===== src/rtl/mpeg_bit_window_pkg.sv =====
// mpeg_pkg: constants, the state encoding and a helper function shared by the
// MPEG bit window and the VLC decoders that sit behind it.
// No ports. Contents:
//   WORD_W / WIN_W / SHIFT_W  word, peek window and shift-amount widths
//   ST_STREAM / ST_DRAIN / ST_DONE  state encoding
//   VLC_ERROR                 error code shared with the VLC decoders
//   sat_win_bits()            number of valid window bits (count capped at WIN_W)
package mpeg_pkg;
  localparam int WORD_W  = 32;
  localparam int WIN_W   = 20;
  localparam int SHIFT_W = 5;
  localparam int BUF_W   = 64;
  localparam int CNT_W   = 7;

  localparam logic [1:0] ST_STREAM = 2'd0;
  localparam logic [1:0] ST_DRAIN  = 2'd1;
  localparam logic [1:0] ST_DONE   = 2'd2;

  localparam int VLC_ERROR = 17;

  typedef enum logic [1:0] {
    S_STREAM = ST_STREAM,
    S_DRAIN  = ST_DRAIN,
    S_DONE   = ST_DONE
  } state_t;

  // Valid window bits: the buffer count, capped at the window width.
  function automatic logic [SHIFT_W-1:0] sat_win_bits(input logic [CNT_W-1:0] cnt);
    if (cnt >= 7'd20) begin
      return 5'd20;
    end else begin
      return cnt[SHIFT_W-1:0];
    end
  endfunction
endpackage


===== src/rtl/mpeg_bit_window_if.sv =====
// mpeg_bit_window_if: stream input handshake plus decoder-side window/shift
// signals of the MPEG bit window.
//   in_data/in_valid/in_last/in_ready   32-bit stream word handshake
//   win/win_valid/win_bits              20-bit peek window, earliest bit at win[19]
//   shift_req/shift_amt/align_req       consume request from the decoder
//   err/eos                             sticky illegal-shift flag, end of stream
//   bits_consumed/words_in              statistics, only with MPEG_BITWIN_STATS_EN
// Modports: master = stream source + decoder side, slave = the bit window.
interface mpeg_bit_window_if;
  import mpeg_pkg::*;

  logic [WORD_W-1:0]  in_data;
  logic               in_valid;
  logic               in_last;
  logic               in_ready;
  logic [WIN_W-1:0]   win;
  logic               win_valid;
  logic [SHIFT_W-1:0] win_bits;
  logic               shift_req;
  logic [SHIFT_W-1:0] shift_amt;
  logic               align_req;
  logic               err;
  logic               eos;
`ifdef MPEG_BITWIN_STATS_EN
  logic [31:0]        bits_consumed;
  logic [15:0]        words_in;
`endif

  modport master (
    output in_data, in_valid, in_last, shift_req, shift_amt, align_req,
    input  in_ready, win, win_valid, win_bits, err, eos
`ifdef MPEG_BITWIN_STATS_EN
    , input bits_consumed, words_in
`endif
  );

  modport slave (
    input  in_data, in_valid, in_last, shift_req, shift_amt, align_req,
    output in_ready, win, win_valid, win_bits, err, eos
`ifdef MPEG_BITWIN_STATS_EN
    , output bits_consumed, words_in
`endif
  );
endinterface


===== src/rtl/mpeg_bit_window_merge.sv =====
// bitwin_merge: next-state value of the 64-bit left-justified bit buffer.
// The buffer is shifted left by the consumed amount and, when a word is loaded,
// the word is OR-ed in directly behind the remaining (post-shift) bits.
//   buf_in    current buffer          shamt     bits consumed this cycle
//   in_data   incoming stream word    count     valid bits before the shift
//   load      a word is accepted      buf_next  resulting buffer
module bitwin_merge
  import mpeg_pkg::*;
(
  input  logic [BUF_W-1:0]   buf_in,
  input  logic [SHIFT_W-1:0] shamt,
  input  logic [WORD_W-1:0]  in_data,
  input  logic [CNT_W-1:0]   count,
  input  logic               load,
  output logic [BUF_W-1:0]   buf_next
);
  logic [CNT_W-1:0] fill_pos_s;
  logic [BUF_W-1:0] shifted_s;
  logic [BUF_W-1:0] word_s;

  // Shift out consumed bits and place a loaded word after the surviving bits.
  always_comb begin
    // A load only happens with count <= 32, so fill_pos_s never exceeds 32.
    fill_pos_s = count - {2'b00, shamt};
    shifted_s  = buf_in << shamt;
    if (load) begin
      word_s = {in_data, 32'd0} >> fill_pos_s;
    end else begin
      word_s = 64'd0;
    end
    buf_next = shifted_s | word_s;
  end
endmodule


===== src/rtl/mpeg_bit_window.sv =====
// mpeg_bit_window: MSB-first bitstream window feeding the VLC decoders.
// Accepts 32-bit words, holds up to 64 bits, exposes the next 20 bits and
// consumes 0..20 bits per cycle; supports byte alignment and end-of-stream drain.
//   clk   clock
//   rst   asynchronous active-low reset
//   bus   mpeg_bit_window_if.slave (stream handshake + decoder window/shift)
// Optional: define MPEG_BITWIN_STATS_EN to add bits_consumed / words_in counters.
module mpeg_bit_window
  import mpeg_pkg::*;
(
  input logic              clk,
  input logic              rst,
  mpeg_bit_window_if.slave bus
);
  state_t             state_r, state_s;
  logic [BUF_W-1:0]   buf_r, buf_next_s;
  logic [CNT_W-1:0]   count_r, count_next_s;
  logic [2:0]         phase_r;
  logic [2:0]         align_amt_s;
  logic               err_r;
  logic [SHIFT_W-1:0] win_bits_s;
  logic [SHIFT_W-1:0] s_amt_s;
  logic               ready_s;
  logic               win_valid_s;
  logic               eos_s;
  logic               shift_ok_s;
  logic               align_ok_s;
  logic               err_set_s;
  logic               accept_s;

  // FSM next state, handshake/window qualifiers and the consumed amount.
  always_comb begin
    state_s     = state_r;
    ready_s     = 1'b0;
    win_valid_s = 1'b0;
    eos_s       = 1'b0;
    win_bits_s  = sat_win_bits(count_r);

    case (state_r)
      S_STREAM: begin
        ready_s     = (count_r <= 7'd32);
        win_valid_s = (count_r >= 7'd20);
      end
      S_DRAIN: begin
        win_valid_s = (count_r != 7'd0);
      end
      S_DONE: begin
        eos_s = 1'b1;
      end
      default: begin
        eos_s = 1'b0;
      end
    endcase

    // win_bits_s never exceeds 20, so this also rejects amounts above 20.
    shift_ok_s  = bus.shift_req && win_valid_s && (bus.shift_amt <= win_bits_s);
    err_set_s   = bus.shift_req && !shift_ok_s;
    // Bits to the next byte boundary: (8 - phase) mod 8.
    align_amt_s = 3'd0 - phase_r;
    // An alignment short of bits is simply retried while align_req stays high.
    align_ok_s  = bus.align_req && !bus.shift_req && ({4'd0, align_amt_s} <= count_r);

    if (shift_ok_s) begin
      s_amt_s = bus.shift_amt;
    end else if (align_ok_s) begin
      s_amt_s = {2'b00, align_amt_s};
    end else begin
      s_amt_s = 5'd0;
    end

    // Readiness is judged on the pre-shift count, so the sum stays <= 64.
    accept_s     = bus.in_valid && ready_s;
    count_next_s = count_r - {2'b00, s_amt_s} + (accept_s ? 7'd32 : 7'd0);

    case (state_r)
      S_STREAM: begin
        if (accept_s && bus.in_last) begin
          state_s = S_DRAIN;
        end else begin
          state_s = S_STREAM;
        end
      end
      S_DRAIN: begin
        if (count_next_s == 7'd0) begin
          state_s = S_DONE;
        end else begin
          state_s = S_DRAIN;
        end
      end
      S_DONE: begin
        state_s = S_DONE;
      end
      default: begin
        state_s = S_STREAM;
      end
    endcase
  end

  bitwin_merge u_merge (
    .buf_in   (buf_r),
    .shamt    (s_amt_s),
    .in_data  (bus.in_data),
    .count    (count_r),
    .load     (accept_s),
    .buf_next (buf_next_s)
  );

  // State, buffer, count, byte phase and sticky error registers.
  always_ff @(posedge clk or negedge rst) begin
    if (!rst) begin
      state_r <= S_STREAM;
      buf_r   <= 64'd0;
      count_r <= 7'd0;
      phase_r <= 3'd0;
      err_r   <= 1'b0;
    end else begin
      state_r <= state_s;
      buf_r   <= buf_next_s;
      count_r <= count_next_s;
      phase_r <= phase_r + s_amt_s[2:0];
      if (err_set_s) begin
        err_r <= 1'b1;
      end
    end
  end

  // in_ready is forced low while reset is held, even though count reads 0.
  assign bus.in_ready  = rst && ready_s;
  assign bus.win       = buf_r[BUF_W-1 -: WIN_W];
  assign bus.win_valid = win_valid_s;
  assign bus.win_bits  = win_bits_s;
  assign bus.err       = err_r;
  assign bus.eos       = eos_s;

`ifdef MPEG_BITWIN_STATS_EN
  logic [31:0] bits_consumed_r;
  logic [15:0] words_in_r;

  // Consumed-bit counter (wrapping) and accepted-word counter (saturating).
  always_ff @(posedge clk or negedge rst) begin
    if (!rst) begin
      bits_consumed_r <= 32'd0;
      words_in_r      <= 16'd0;
    end else begin
      bits_consumed_r <= bits_consumed_r + {27'd0, s_amt_s};
      if (accept_s && (words_in_r != 16'hFFFF)) begin
        words_in_r <= words_in_r + 16'd1;
      end
    end
  end

  assign bus.bits_consumed = bits_consumed_r;
  assign bus.words_in      = words_in_r;
`endif
endmodule


===== src/flat_wrapper.sv =====
// flat-port wrapper written by rule: the top's interface ports become plain ports
module mpeg_bit_window_flat import mpeg_pkg::*;
  (clk, rst, bus_in_data, bus_in_valid, bus_in_last, bus_shift_req, bus_shift_amt, bus_align_req, bus_in_ready, bus_win, bus_win_valid, bus_win_bits, bus_err, bus_eos);
  mpeg_bit_window_if bus_i ();
  input logic clk;
  input logic rst;
  input wire logic [$bits(bus_i.in_data)-1:0] bus_in_data;
  input wire logic [$bits(bus_i.in_valid)-1:0] bus_in_valid;
  input wire logic [$bits(bus_i.in_last)-1:0] bus_in_last;
  input wire logic [$bits(bus_i.shift_req)-1:0] bus_shift_req;
  input wire logic [$bits(bus_i.shift_amt)-1:0] bus_shift_amt;
  input wire logic [$bits(bus_i.align_req)-1:0] bus_align_req;
  output wire logic [$bits(bus_i.in_ready)-1:0] bus_in_ready;
  output wire logic [$bits(bus_i.win)-1:0] bus_win;
  output wire logic [$bits(bus_i.win_valid)-1:0] bus_win_valid;
  output wire logic [$bits(bus_i.win_bits)-1:0] bus_win_bits;
  output wire logic [$bits(bus_i.err)-1:0] bus_err;
  output wire logic [$bits(bus_i.eos)-1:0] bus_eos;
  assign bus_i.in_data = bus_in_data;
  assign bus_i.in_valid = bus_in_valid;
  assign bus_i.in_last = bus_in_last;
  assign bus_i.shift_req = bus_shift_req;
  assign bus_i.shift_amt = bus_shift_amt;
  assign bus_i.align_req = bus_align_req;
  assign bus_in_ready = bus_i.in_ready;
  assign bus_win = bus_i.win;
  assign bus_win_valid = bus_i.win_valid;
  assign bus_win_bits = bus_i.win_bits;
  assign bus_err = bus_i.err;
  assign bus_eos = bus_i.eos;
  mpeg_bit_window u_core (.clk(clk), .rst(rst), .bus(bus_i));
endmodule

===== config.mk =====
export PLATFORM = sky130hd
export DESIGN_NAME = mpeg_bit_window_flat
export DESIGN_NICKNAME = d
export VERILOG_FILES = /design/src/rtl/mpeg_bit_window_pkg.sv /design/src/rtl/mpeg_bit_window_if.sv /design/src/rtl/mpeg_bit_window_merge.sv /design/src/rtl/mpeg_bit_window.sv /design/src/flat_wrapper.sv
export SDC_FILE = /design/constraint.sdc
export NUM_CORES = 1
export LEC_CHECK = 0
export BUFFER_PORTS_ARGS = -buffer_cell sky130_fd_sc_hd__buf_2
export CORE_ASPECT_RATIO = 0.8
export CORE_MARGIN = 2
export CORE_UTILIZATION = 37
export CTS_CLUSTER_SIZE = 25
export DETAILED_ROUTE_END_ITERATION = 16
export HOLD_SLACK_MARGIN = 0.08
export MAX_ROUTING_LAYER = met4
export PLACE_DENSITY = 0.55
export SYNTH_ARGS = -nofsm -noshare
export SYNTH_HDL_FRONTEND = slang
export SYNTH_SLANG_ARGS = --single-unit

===== constraint.sdc =====
create_clock -name clk -period 6.5 [get_ports clk]
set_input_delay 1.3 -clock clk [delete_from_list [all_inputs] [get_ports clk]]
set_output_delay 1.3 -clock clk [all_outputs]
set_load 0.005 [all_outputs]

==> out/qor.csv <==
stage,metric,value,unit
sta,top achievable clock speed,177,MHz
clock_tree,Worst-Skew Late Latency,360,ps
final_layout,Final Instance Area,9950,µm²
outcome,status,finished clean,
detailed_routing,Via density,6.69,
synthesis,Area contributors post-synth,"dfrtp_1 (21%), mux2i_1 (12%), mux4_2 (5.9%)",
global_route,first-pass GRT wire length,55500,µm
detailed_routing,Routed Antenna Nets,0,
setup_path,r2r endpoint,u_core.buf_r[23]$_DFF_PN0_,
setup_path,Top delay family on crit path,compound AO/OA/AOI/OAI gates,
final_layout,"commonest non-fill, non-tap cells in the layout","nand2_1 (133), mux2i_1 (108), nand3_1 (89)",
setup_path,crit start category,flop,
placed_design,Placed Area,9670,µm²
synthesis,Yosys top cell area share,21.1,%
sta,setup TNS,0,ps
synthesis,Ys Warns,0,
setup_path,arrival time at the worst endpoint,5810,ps
floorplanning,Starting Density,37.6,%
job,Max Cap Viol,0,
clock_tree,CTS buffer count,9,
floorplanning,Die Wd,180,µm
final_layout,Finished Core Util,40.9,%
synthesis,Syn Area/Cell,8.14,µm²
clock_tree,CTS Buffer Depth,2,
clock_tree,post-cts sizing count,0,
detailed_routing,via count,9682,
min_path,hold wc startpoint,u_core.bus.err$_DFFE_PN0P_,
floorplanning,Cell Rows,51,
sta,Worst slew margin,35.9,%
synthesis,synthesis-stage register bit count,77,
sta,final setup violation count,0,
min_path,Hold WC Path Type,flop to flop,
sta,Final Cycle Share,87.0,%
floorplanning,total die area,26000,µm²
setup_path,flop-to-flop setup slack,850,ps
setup_path,cell mode on critical path,mux2i_1,
synthesis,biggest area consumer among synthesized cells,dfrtp_1,
detailed_routing,WL final,37400,µm
setup_path,critical path peak fanout,38,
setup_path,max incr delay on CP,660,ps
final_layout,# diodes,0,
sta,Worst Tran Pin Value,951,ps
placed_design,Port Buffer Count,71,
final_layout,"commonest non-fill, non-tap cell in the layout",nand2_1,
placed_design,routability congestion estimate,1.07,
setup_path,Worst EP required,6660,ps
detailed_routing,WL/cell,25.8,µm
clock_tree,Worst-path clk slew,70,ps
clock_tree,Post-CTS Setup Inserts,0,
clock_tree,H-tree levels,3,
global_route,pin count of the biggest net entering global routing,67,
synthesis,Post-synth ARST share,100,%
floorplanning,I/O pin count,72,
global_route,initial antenna violation count,0,
setup_path,kind of critical path,flop to flop,
final_layout,Syn-to-layout area delta,8.72,%
clock_tree,Post-CTS Hold Buffers,0,
setup_path,worst path bufs/invs,3,
sta,final hold vios,0,
final_layout,Layout Nets,1185,
setup_path,worst reg2reg path depth,17,
floorplanning,Core Area,24300,µm²
detailed_routing,drt first-iter violations,1552,
synthesis,Cells after Synth,1124,
clock_tree,CTS Sinks,77,
global_route,grt ovf,0,
synthesis,"Distinct cells, synth",73,
setup_path,CP max stage cell,fa_1,
clock_tree,Root Buffer,clkbuf_16,
global_route,vias in the first global route,8724,
min_path,hold endpoint,u_core.bus.err$_DFFE_PN0P_,
sta,clock skew,9.05,ps
sta,Max Slew Vio Count,0,
synthesis,register area share after synthesis,21.1,%
floorplanning,die height,145,µm
min_path,Hold Crit Depth,1,
clock_tree,CTS tree,done,
setup_path,reg2reg start,u_core.phase_r[0]$_DFF_PN0_,
synthesis,Synth Cell Area,9150,µm²
final_layout,layout cells sized above 1,18.9,%
global_route,GRT Resource Usage Total,29.0,%
synthesis,Post-synth top flop,dfrtp_1,
placed_design,placed wire-length estimate,28700,µm
setup_path,Worst setup EP type,flop,
detailed_routing,drc violations,0,
synthesis,Synth Net Count,1184,
sta,RSZ-0062 raised after global routing,false,
sta,minimum clock period after layout,5650,ps
detailed_routing,DRT Pass-1 Iters,6,
synthesis,Post-synth EDFFs,0,
setup_path,crit path cell chain,inv_1 -> ha_1 -> ha_1 -> a311o_1 -> o21a_1 -> a32oi_2 -> inv_2 -> ha_2 -> fa_1 -> buf_12 -> mux2i_1 -> mux2i_1 -> mux2i_1 -> o21ai_0 -> and3_1 -> o21ai_0 -> o221ai_1,
## Yosys cell counts (20+ instances only)
library cell  count
dfrtp_1          77
nand2_1         133
o22ai_1          31
o211ai_1         47
inv_1            32
nand3_1          89
mux2_2           35
buf_4            24
a22oi_1          22
clkbuf_1         62
mux4_2           24
nor2_1           43
a21oi_1          40
buf_2            20
mux2i_1         108
nor3_1           20
o21ai_0          47
## per-stage QoR
| step | setup WS, ps | std cells | hold slack [ps] |
|---|---|---|---|
| finish | 846 | 1448 | 454 |
| global route | 536 | 1448 | 495 |
| CTS | 975 | 1448 | 462 |
| detailed placement | 871 | 1432 | 447 |
| global placement | 892 | 1432 | 433 |
| floorplan | 650 | 1124 | 451 |
## flip-flops by register name (all words and copies together), names as in the netlist
signal          count
u_core.buf_r       64
u_core.bus.err      1
u_core.count_r      7
u_core.phase_r      3
u_core.state_r      2
## layout make-up
class	instances	area [µm²]
sequential	77	1930
inverter	36	135
clock buffer	9	225
tap	318	398
multi-input combinational	893	6560
fill	2467	14400
timing repair buffer	108	648
clock inverter	7	57.6
## per-layer routing
metal	track usage [%]	vias up	part of all wire (%)	wire, µm
li1	-	4310	-	-
met1	41.2	4737	47	17500
met2	39.5	559	39	14700
met3	8.43	76	11	4010
met4	8.39	0	3.0	1140
met5	-	-	0	0
## worst max-delay path by stage
stage                                            from                         end  slack [ps]  cells past startpoint
final                     u_core.phase_r[0]$_DFF_PN0_  u_core.buf_r[23]$_DFF_PN0_         850                     17
after floorplan                      bus_shift_amt[4]  u_core.buf_r[16]$_DFF_PN0_         650                     20
after global routing      u_core.phase_r[0]$_DFF_PN0_  u_core.buf_r[23]$_DFF_PN0_         540                     15
after global placement               bus_shift_amt[1]  u_core.buf_r[23]$_DFF_PN0_         890                     15
after CTS                 u_core.phase_r[0]$_DFF_PN0_  u_core.buf_r[44]$_DFF_PN0_         980                     16
after detailed placement             bus_shift_amt[1]  u_core.buf_r[23]$_DFF_PN0_         870                     15
## cells by family (layout without fill, tap and decap cells)
kind of cell               count (synthesis)  count (layout)  synth area share, %
AOI/OAI and AO/OA                        354             354                 28.4
and+or+nand+nor                          349             349                 17.7
muxes                                    167             167                 22.0
buffers and inverters                    154             160                 7.74
DFF                                       77              77                 21.1
adders and majority gates                 17              17                 2.49
xor gates and xnor gates                   6               6                0.574
Power is left out: the tool's default activity adds up to more than one toggle a clock period on the data nets, which glitch-free logic cannot reach.
